$ cat config.mk
export PLATFORM = sky130hd
export DESIGN_NAME = spi3_responder_flat
export DESIGN_NICKNAME = d
export VERILOG_FILES = /design/src/rtl/spi3_responder_if.sv /design/src/rtl/spi3_responder.sv /design/src/flat_wrapper.sv
export SDC_FILE = /design/constraint.sdc
export NUM_CORES = 1
export LEC_CHECK = 0
export ABC_CLOCK_PERIOD_IN_PS = 2650
export CAP_MARGIN = 20
export CORE_MARGIN = 10
export CORE_UTILIZATION = 55
export CTS_BUF_LIST = sky130_fd_sc_hd__clkbuf_4
export DETAILED_ROUTE_END_ITERATION = 10
export PLACE_DENSITY = 0.85
export SYNTH_ARGS = -nofsm -noshare
export SYNTH_HDL_FRONTEND = slang
export SYNTH_SLANG_ARGS = --single-unit
$ cat constraint.sdc
create_clock -name I_clk -period 2.65 [get_ports I_clk]
set_input_delay 0.6625 -clock I_clk [delete_from_list [all_inputs] [get_ports I_clk]]
set_output_delay 0.6625 -clock I_clk [all_outputs]
set_load 0.02 [all_outputs]
$ cat src/rtl/spi3_responder_if.sv
// Link pins of the 2-bit-per-trit serial responder plus its local rx/tx valid/ready ports.
// slave = responder side, master = initiator / local-logic side.
interface spi3_responder_if #(parameter int WORD_TRITS = 9);
    logic [1:0]              I_sck;
    logic [1:0]              I_mosi;
    logic [1:0]              O_miso;
    logic [2*WORD_TRITS-1:0] O_rx_data;
    logic                    O_rx_valid;
    logic                    I_rx_ready;
    logic [2*WORD_TRITS-1:0] I_tx_data;
    logic                    I_tx_valid;
    logic                    O_tx_ready;
    logic                    O_err;
    logic                    O_overrun;

    modport slave (
        input  I_sck, I_mosi, I_rx_ready, I_tx_data, I_tx_valid,
        output O_miso, O_rx_data, O_rx_valid, O_tx_ready, O_err, O_overrun
    );

    modport master (
        output I_sck, I_mosi, I_rx_ready, I_tx_data, I_tx_valid,
        input  O_miso, O_rx_data, O_rx_valid, O_tx_ready, O_err, O_overrun
    );
endinterface

$ cat src/rtl/spi3_responder.sv
// Ternary serial-link responder, oversampled in the local clock domain.
// Optional trailing check trit on both directions when SPI3_CHECK_EN is defined.
module spi3_responder #(
    parameter int WORD_TRITS = 9
) (
    input logic             I_clk,
    input logic             I_rst,
    spi3_responder_if.slave bus
);
    localparam int DW = 2*WORD_TRITS;
`ifdef SPI3_CHECK_EN
    localparam int FRAME = WORD_TRITS + 1;
`else
    localparam int FRAME = WORD_TRITS;
`endif
    localparam int FW = 2*FRAME;
    localparam int CW = $clog2(FRAME+1);

    typedef enum logic [1:0] {IDLE, ACTIVE, DONE} state_t;
    state_t state;

    // Synchronisers and edge history stay unreset so a select held high
    // across reset release is never mistaken for a new frame start.
    logic [1:0] sck_s1, sck_s2, sck_q, mosi_s1, mosi_s2;
    always_ff @(posedge I_clk) begin
        sck_s1  <= bus.I_sck;
        sck_s2  <= sck_s1;
        sck_q   <= sck_s2;
        mosi_s1 <= bus.I_mosi;
        mosi_s2 <= mosi_s1;
    end

    logic sel_rise, sel_fall, sck_rise, sck_fall;
    assign sel_rise = sck_s2[1] & ~sck_q[1];
    assign sel_fall = ~sck_s2[1] & sck_q[1];
    assign sck_rise = sck_s2[0] & ~sck_q[0];
    assign sck_fall = ~sck_s2[0] & sck_q[0];

    logic [CW-1:0]  cnt;
    logic           inv;
    logic [FW-3:0]  rx_sh;
    logic [FW-1:0]  rx_nx, tx_sh, tx_frame;
    logic [DW-1:0]  tx_hold, tx_word, rx_word;
    logic           last, bad, tx_load, tx_take;

`ifdef SPI3_CHECK_EN
    // Mod-3 sum of the trits; the residue 0/1/2 is already the trit code 00/01/10.
    function automatic logic [1:0] chk_trit(input logic [DW-1:0] w);
        logic [1:0] acc;
        acc = 2'd0;
        for (int i = 0; i < WORD_TRITS; i++) begin
            case (w[2*i +: 2])
                2'b01:   acc = (acc == 2'd2) ? 2'd0 : acc + 2'd1;
                2'b10:   acc = (acc == 2'd0) ? 2'd2 : acc - 2'd1;
                default: ;
            endcase
        end
        return acc;
    endfunction
`endif

    assign tx_word = bus.O_tx_ready ? '0 : tx_hold;
    assign rx_nx   = {rx_sh, mosi_s2};
    assign last    = (cnt == CW'(FRAME-1));
    assign tx_load = bus.I_tx_valid & bus.O_tx_ready;
    assign tx_take = (state == IDLE) & sel_rise;

`ifdef SPI3_CHECK_EN
    assign tx_frame = {tx_word, chk_trit(tx_word)};
    assign rx_word  = rx_nx[FW-1:2];
    assign bad      = inv | (mosi_s2 == 2'b11) | (rx_nx[1:0] != chk_trit(rx_nx[FW-1:2]));
`else
    assign tx_frame = tx_word;
    assign rx_word  = rx_nx;
    assign bad      = inv | (mosi_s2 == 2'b11);
`endif

    always_ff @(posedge I_clk) begin
        if (I_rst) begin
            state          <= IDLE;
            cnt            <= '0;
            inv            <= 1'b0;
            rx_sh          <= '0;
            tx_sh          <= '0;
            tx_hold        <= '0;
            bus.O_miso     <= 2'b11;
            bus.O_rx_data  <= '0;
            bus.O_rx_valid <= 1'b0;
            bus.O_tx_ready <= 1'b1;
            bus.O_err      <= 1'b0;
            bus.O_overrun  <= 1'b0;
        end else begin
            bus.O_err     <= 1'b0;
            bus.O_overrun <= 1'b0;
            if (bus.O_rx_valid && bus.I_rx_ready)
                bus.O_rx_valid <= 1'b0;

            // A same-cycle load wins the ready flag; the frame already took the old contents.
            if (tx_load) begin
                tx_hold        <= bus.I_tx_data;
                bus.O_tx_ready <= 1'b0;
            end else if (tx_take) begin
                bus.O_tx_ready <= 1'b1;
            end

            case (state)
                IDLE: begin
                    if (sel_rise) begin
                        state      <= ACTIVE;
                        cnt        <= '0;
                        inv        <= 1'b0;
                        bus.O_miso <= tx_frame[FW-1 -: 2];
                        tx_sh      <= tx_frame << 2;
                    end
                end
                ACTIVE: begin
                    if (sel_fall) begin
                        state      <= IDLE;
                        bus.O_err  <= 1'b1;
                        bus.O_miso <= 2'b11;
                    end else if (sck_rise) begin
                        rx_sh <= rx_nx[FW-3:0];
                        cnt   <= cnt + CW'(1);
                        if (mosi_s2 == 2'b11)
                            inv <= 1'b1;
                        if (last) begin
                            state      <= DONE;
                            bus.O_miso <= 2'b11;
                            if (bad) begin
                                bus.O_err <= 1'b1;
                            end else if (!bus.O_rx_valid || bus.I_rx_ready) begin
                                bus.O_rx_data  <= rx_word;
                                bus.O_rx_valid <= 1'b1;
                            end else begin
                                bus.O_overrun <= 1'b1;
                            end
                        end
                    end else if (sck_fall) begin
                        bus.O_miso <= tx_sh[FW-1 -: 2];
                        tx_sh      <= tx_sh << 2;
                    end
                end
                DONE: begin
                    if (sel_fall)
                        state <= IDLE;
                end
                default: state <= IDLE;
            endcase
        end
    end
endmodule

$ cat src/flat_wrapper.sv
// flat-port wrapper written by rule: the top's interface ports become plain ports
module spi3_responder_flat 
#(
    parameter int WORD_TRITS = 9
)
  (I_clk, I_rst, bus_I_sck, bus_I_mosi, bus_I_rx_ready, bus_I_tx_data, bus_I_tx_valid, bus_O_miso, bus_O_rx_data, bus_O_rx_valid, bus_O_tx_ready, bus_O_err, bus_O_overrun);
  spi3_responder_if #(.WORD_TRITS(WORD_TRITS)) bus_i ();
  input logic I_clk;
  input logic I_rst;
  input wire logic [$bits(bus_i.I_sck)-1:0] bus_I_sck;
  input wire logic [$bits(bus_i.I_mosi)-1:0] bus_I_mosi;
  input wire logic [$bits(bus_i.I_rx_ready)-1:0] bus_I_rx_ready;
  input wire logic [$bits(bus_i.I_tx_data)-1:0] bus_I_tx_data;
  input wire logic [$bits(bus_i.I_tx_valid)-1:0] bus_I_tx_valid;
  output wire logic [$bits(bus_i.O_miso)-1:0] bus_O_miso;
  output wire logic [$bits(bus_i.O_rx_data)-1:0] bus_O_rx_data;
  output wire logic [$bits(bus_i.O_rx_valid)-1:0] bus_O_rx_valid;
  output wire logic [$bits(bus_i.O_tx_ready)-1:0] bus_O_tx_ready;
  output wire logic [$bits(bus_i.O_err)-1:0] bus_O_err;
  output wire logic [$bits(bus_i.O_overrun)-1:0] bus_O_overrun;
  assign bus_i.I_sck = bus_I_sck;
  assign bus_i.I_mosi = bus_I_mosi;
  assign bus_i.I_rx_ready = bus_I_rx_ready;
  assign bus_i.I_tx_data = bus_I_tx_data;
  assign bus_i.I_tx_valid = bus_I_tx_valid;
  assign bus_O_miso = bus_i.O_miso;
  assign bus_O_rx_data = bus_i.O_rx_data;
  assign bus_O_rx_valid = bus_i.O_rx_valid;
  assign bus_O_tx_ready = bus_i.O_tx_ready;
  assign bus_O_err = bus_i.O_err;
  assign bus_O_overrun = bus_i.O_overrun;
  spi3_responder #(.WORD_TRITS(WORD_TRITS)) u_core (.I_clk(I_clk), .I_rst(I_rst), .bus(bus_i));
endmodule
==> impl_metrics.json <==
{
  "ys.flop_type": "dfxtp_1",
  "grt-ovfl-total": 0,
  "cts_resized": 0,
  "final.fill_count": 595,
  "max_cap_violations": 0,
  "post_cts_buffers": 0,
  "worst_pin_slew_ns": 0.8534,
  "synth.lib_cells_used.distinct": 42,
  "reg2regPathDepth": 4,
  "hold_violations": 0,
  "cp_slowest_stage_delay_ns": 0.63,
  "num_io_pins": 50,
  "synth_fp_nets": 464,
  "initial_core_util_pct": 56.33,
  "r2r-start": "u_core.state[0]$_SDFFE_PP0P_",
  "routedWlPerCell_um": 15.30,
  "r2r_slack_ns": 0.60,
  "core_um2": 6756,
  "setup.worst_path.start_class": "flip-flop",
  "routed-via-count": 3216,
  "final_util_pct": 65.02,
  "grt_pass1_vias": 3024,
  "wl_um": 8400,
  "fp.dieArea_um2": 10650,
  "finalPower_w": 0.002384,
  "status": "finished, final reports clean",
  "setup.worst_path.end": "bus_O_rx_data[5]",
  "hpwl_um": 5627,
  "fmax_mhz": 475.1,
  "yosysSeqAreaShare_pct": 47.86,
  "syn_inst": 436,
  "final_antenna_net_count": 0,
  "rsz0062_at_grt": "no",
  "dieHeight_um": 103.2,
  "syn-cell-area_um2": 3806,
  "path_cells": "clkdlybuf4s50_1",
  "crit_arrival_ns": 1.44,
  "synth_edf_count": 0,
  "holdBufCountCts": 0,
  "antenna_cells": 0,
  "drive_gt1_share_pct": 9.808,
  "crit_path_start": "u_core.bus.O_rx_data[5]$_SDFFE_PP0P_",
  "drc": 0,
  "seqCellArea_um2": 1822,
  "port_buffers": 49,
  "tns_ns": 0,
  "pre_cts_slack_ns": 0.4643,
  "syn_area_per_cell_um2": 8.730,
  "grt_use_total_pct": 16.10,
  "yosys_warnings": 0,
  "p_leak_nw": 1.425,
  "ys_async_sr_fraction_pct": 0,
  "clk_latency_ns": 0.42,
  "critPathMaxFanout": 2,
  "setup_slack_ns": 0.5452,
  "final_nets": 492,
  "multi_input_area_um2": 1763,
  "avgViaCountPerCell": 5.858,
  "drt-initial-drc-count": 129,
  "worstReg2RegEnd": "u_core.bus.O_rx_data[5]$_SDFFE_PP0P_",
  "power.density_nw_per_um2": 542.7,
  "clk_pin_slew_ns": 0.14,
  "clock_sinks": 91,
  "gp_congestion": 0.8274,
  "dr.pass1.iters": 5,
  "path_depth": 1,
  "ys_seq_elements": 91,
  "critPathKind": "reg2out",
  "fin_crit_ns": 2.105,
  "fin_skew_ns": 0.01139,
  "grt_pass1_wl_um": 14020,
  "peakVddDrop_mv": 0.3035,
  "slew_violations": 0,
  "htreeDepth": 3,
  "grt_max_degree": 63,
  "antenna_found_initial": 0,
  "fp-row-count": 30,
  "die_w_um": 103.2,
  "cts_made_buffers": 9,
  "slew_headroom_pct": 42.97,
  "area_growth_pct": 15.42,
  "min_from": "u_core.sck_s1[1]$_DFF_P_",
  "min_period_over_period_pct": 79.43,
  "cpLargestDelayFamily": "buffers and inverters",
  "root_buffer": "clkbuf_4",
  "worst_setup_path_end_kind": "primary output",
  "cpMaxStageDelayCell": "clkdlybuf4s50_1",
  "crit_buf_inv": 1,
  "hp-class": "reg2reg",
  "clockBufferDepth": 2,
  "worstPathRequired_ns": 1.99,
  "setup_violations": 0,
  "cts_tree": "done"
}
-- synthesized netlist by cell type (3+ instances only) --
master / instances / area share, %
dfxtp_1: 91 / 48
nand2_1: 88 / 8.7
a21oi_1: 76 / 10
clkbuf_1: 23 / 2.3
o21ai_0: 19 / 2.5
nand4_1: 18 / 3.0
nand3b_1: 16 / 3.2
a211o_1: 14 / 3.2
o31ai_2: 9 / 3.0
buf_2: 8 / 1.1
o31ai_1: 8 / 1.6
inv_1: 7 / 0.69
nor2_1: 7 / 0.69
or3_1: 5 / 0.82
nor3_1: 4 / 0.53
buf_4: 3 / 0.59
buf_6: 3 / 0.89
nor2b_1: 3 / 0.49
-- stage by stage --
stage | instances | hold slack, ns | instance area, um^2
final | 549 | 0.3366 | 4393
after global routing | 549 | 0.3408 | 4393
after CTS | 549 | 0.3444 | 4393
after detailed placement | 533 | 0.3150 | 4262
after global placement | 533 | 0.3126 | 4262
after floorplan | 436 | 0.3096 | 3806
-- layer usage --
layer / share of wire [%] / GRT usage, % / vias up / wire length [um]
li1: - / - / 1592 / -
met1: 43 / 19.48 / 1525 / 3596
met2: 50 / 26.72 / 91 / 4187
met3: 6.3 / 5.050 / 8 / 528
met4: 1.0 / 4.920 / 0 / 88
met5: 0 / 0 / - / 0
-- layout by cell type, fill, tap and decap left out, types with 3 or more instances in the layout --
| cell type | n |
|---|---|
| dfxtp_1 | 91 |
| nand2_1 | 88 |
| a21oi_1 | 76 |
| clkdlybuf4s50_1 | 48 |
| o21ai_0 | 19 |
| nand4_1 | 18 |
| nand3b_1 | 16 |
| a211o_1 | 14 |
| clkbuf_4 | 10 |
| o31ai_2 | 9 |
| o31ai_1 | 8 |
| inv_1 | 7 |
| nor2_1 | 7 |
| buf_4 | 6 |
| or3_1 | 5 |
| nor2b_1 | 3 |
| nor3_1 | 3 |
| clkinv_2 | 3 |
-- flip-flops by register name, indices dropped and copies added, names as in the netlist --
register               count
u_core.inv                 1
u_core.rx_sh              16
u_core.bus.O_miso          2
u_core.cnt                 4
u_core.tx_sh              16
u_core.bus.O_tx_ready      1
u_core.bus.O_overrun       1
u_core.state               2
u_core.mosi_s2             2
u_core.mosi_s1             2
u_core.bus.O_rx_data      18
u_core.bus.O_rx_valid      1
u_core.tx_hold            18
u_core.bus.O_err           1
u_core.sck_s1              2
u_core.sck_q               2
u_core.sck_s2              2
-- cells by family after synthesis --
kind of cell | synth area share (%)
DFF | 47.86
muxes | 0.5260
xor gates and xnor gates | 0.2302
and+or+nand+nor | 21.93
AOI/OAI and AO/OA | 22.68
adders and majority gates | 0.6574
buffers and inverters | 6.114
-- power breakdown --
group	leakage (nW)	total [W]	internal [W]	switching, W
clock network	0.0736	0.000729	0.000291	0.000438
logic	0.611	0.000225	0.0000957	0.000130
registers	0.741	0.00143	0.00140	0.0000249
total	1.43	0.00238	0.00179	0.000592
-- worst min-delay path by stage --
stage,to,slack [ns],cells after the start
final,u_core.sck_s2[1]$_DFF_P_,0.34,0
after global routing,u_core.sck_s2[1]$_DFF_P_,0.34,0
after CTS,u_core.sck_s2[1]$_DFF_P_,0.34,0
after detailed placement,u_core.sck_s2[0]$_DFF_P_,0.31,0
after global placement,u_core.sck_s2[0]$_DFF_P_,0.31,0
after floorplan,u_core.mosi_s2[0]$_DFF_P_,0.31,0
-- layout make-up --
cell class	instances	area share [%]
Sequential cell	91	41.47
Tap cell	80	2.279
Clock inverter	6	1.282
Inverter	7	0.5981
Timing Repair Buffer	56	12.53
Clock buffer	10	1.709
Multi-Input combinational cell	299	40.13
No activity file was read; power rests on OpenSTA's default activity.
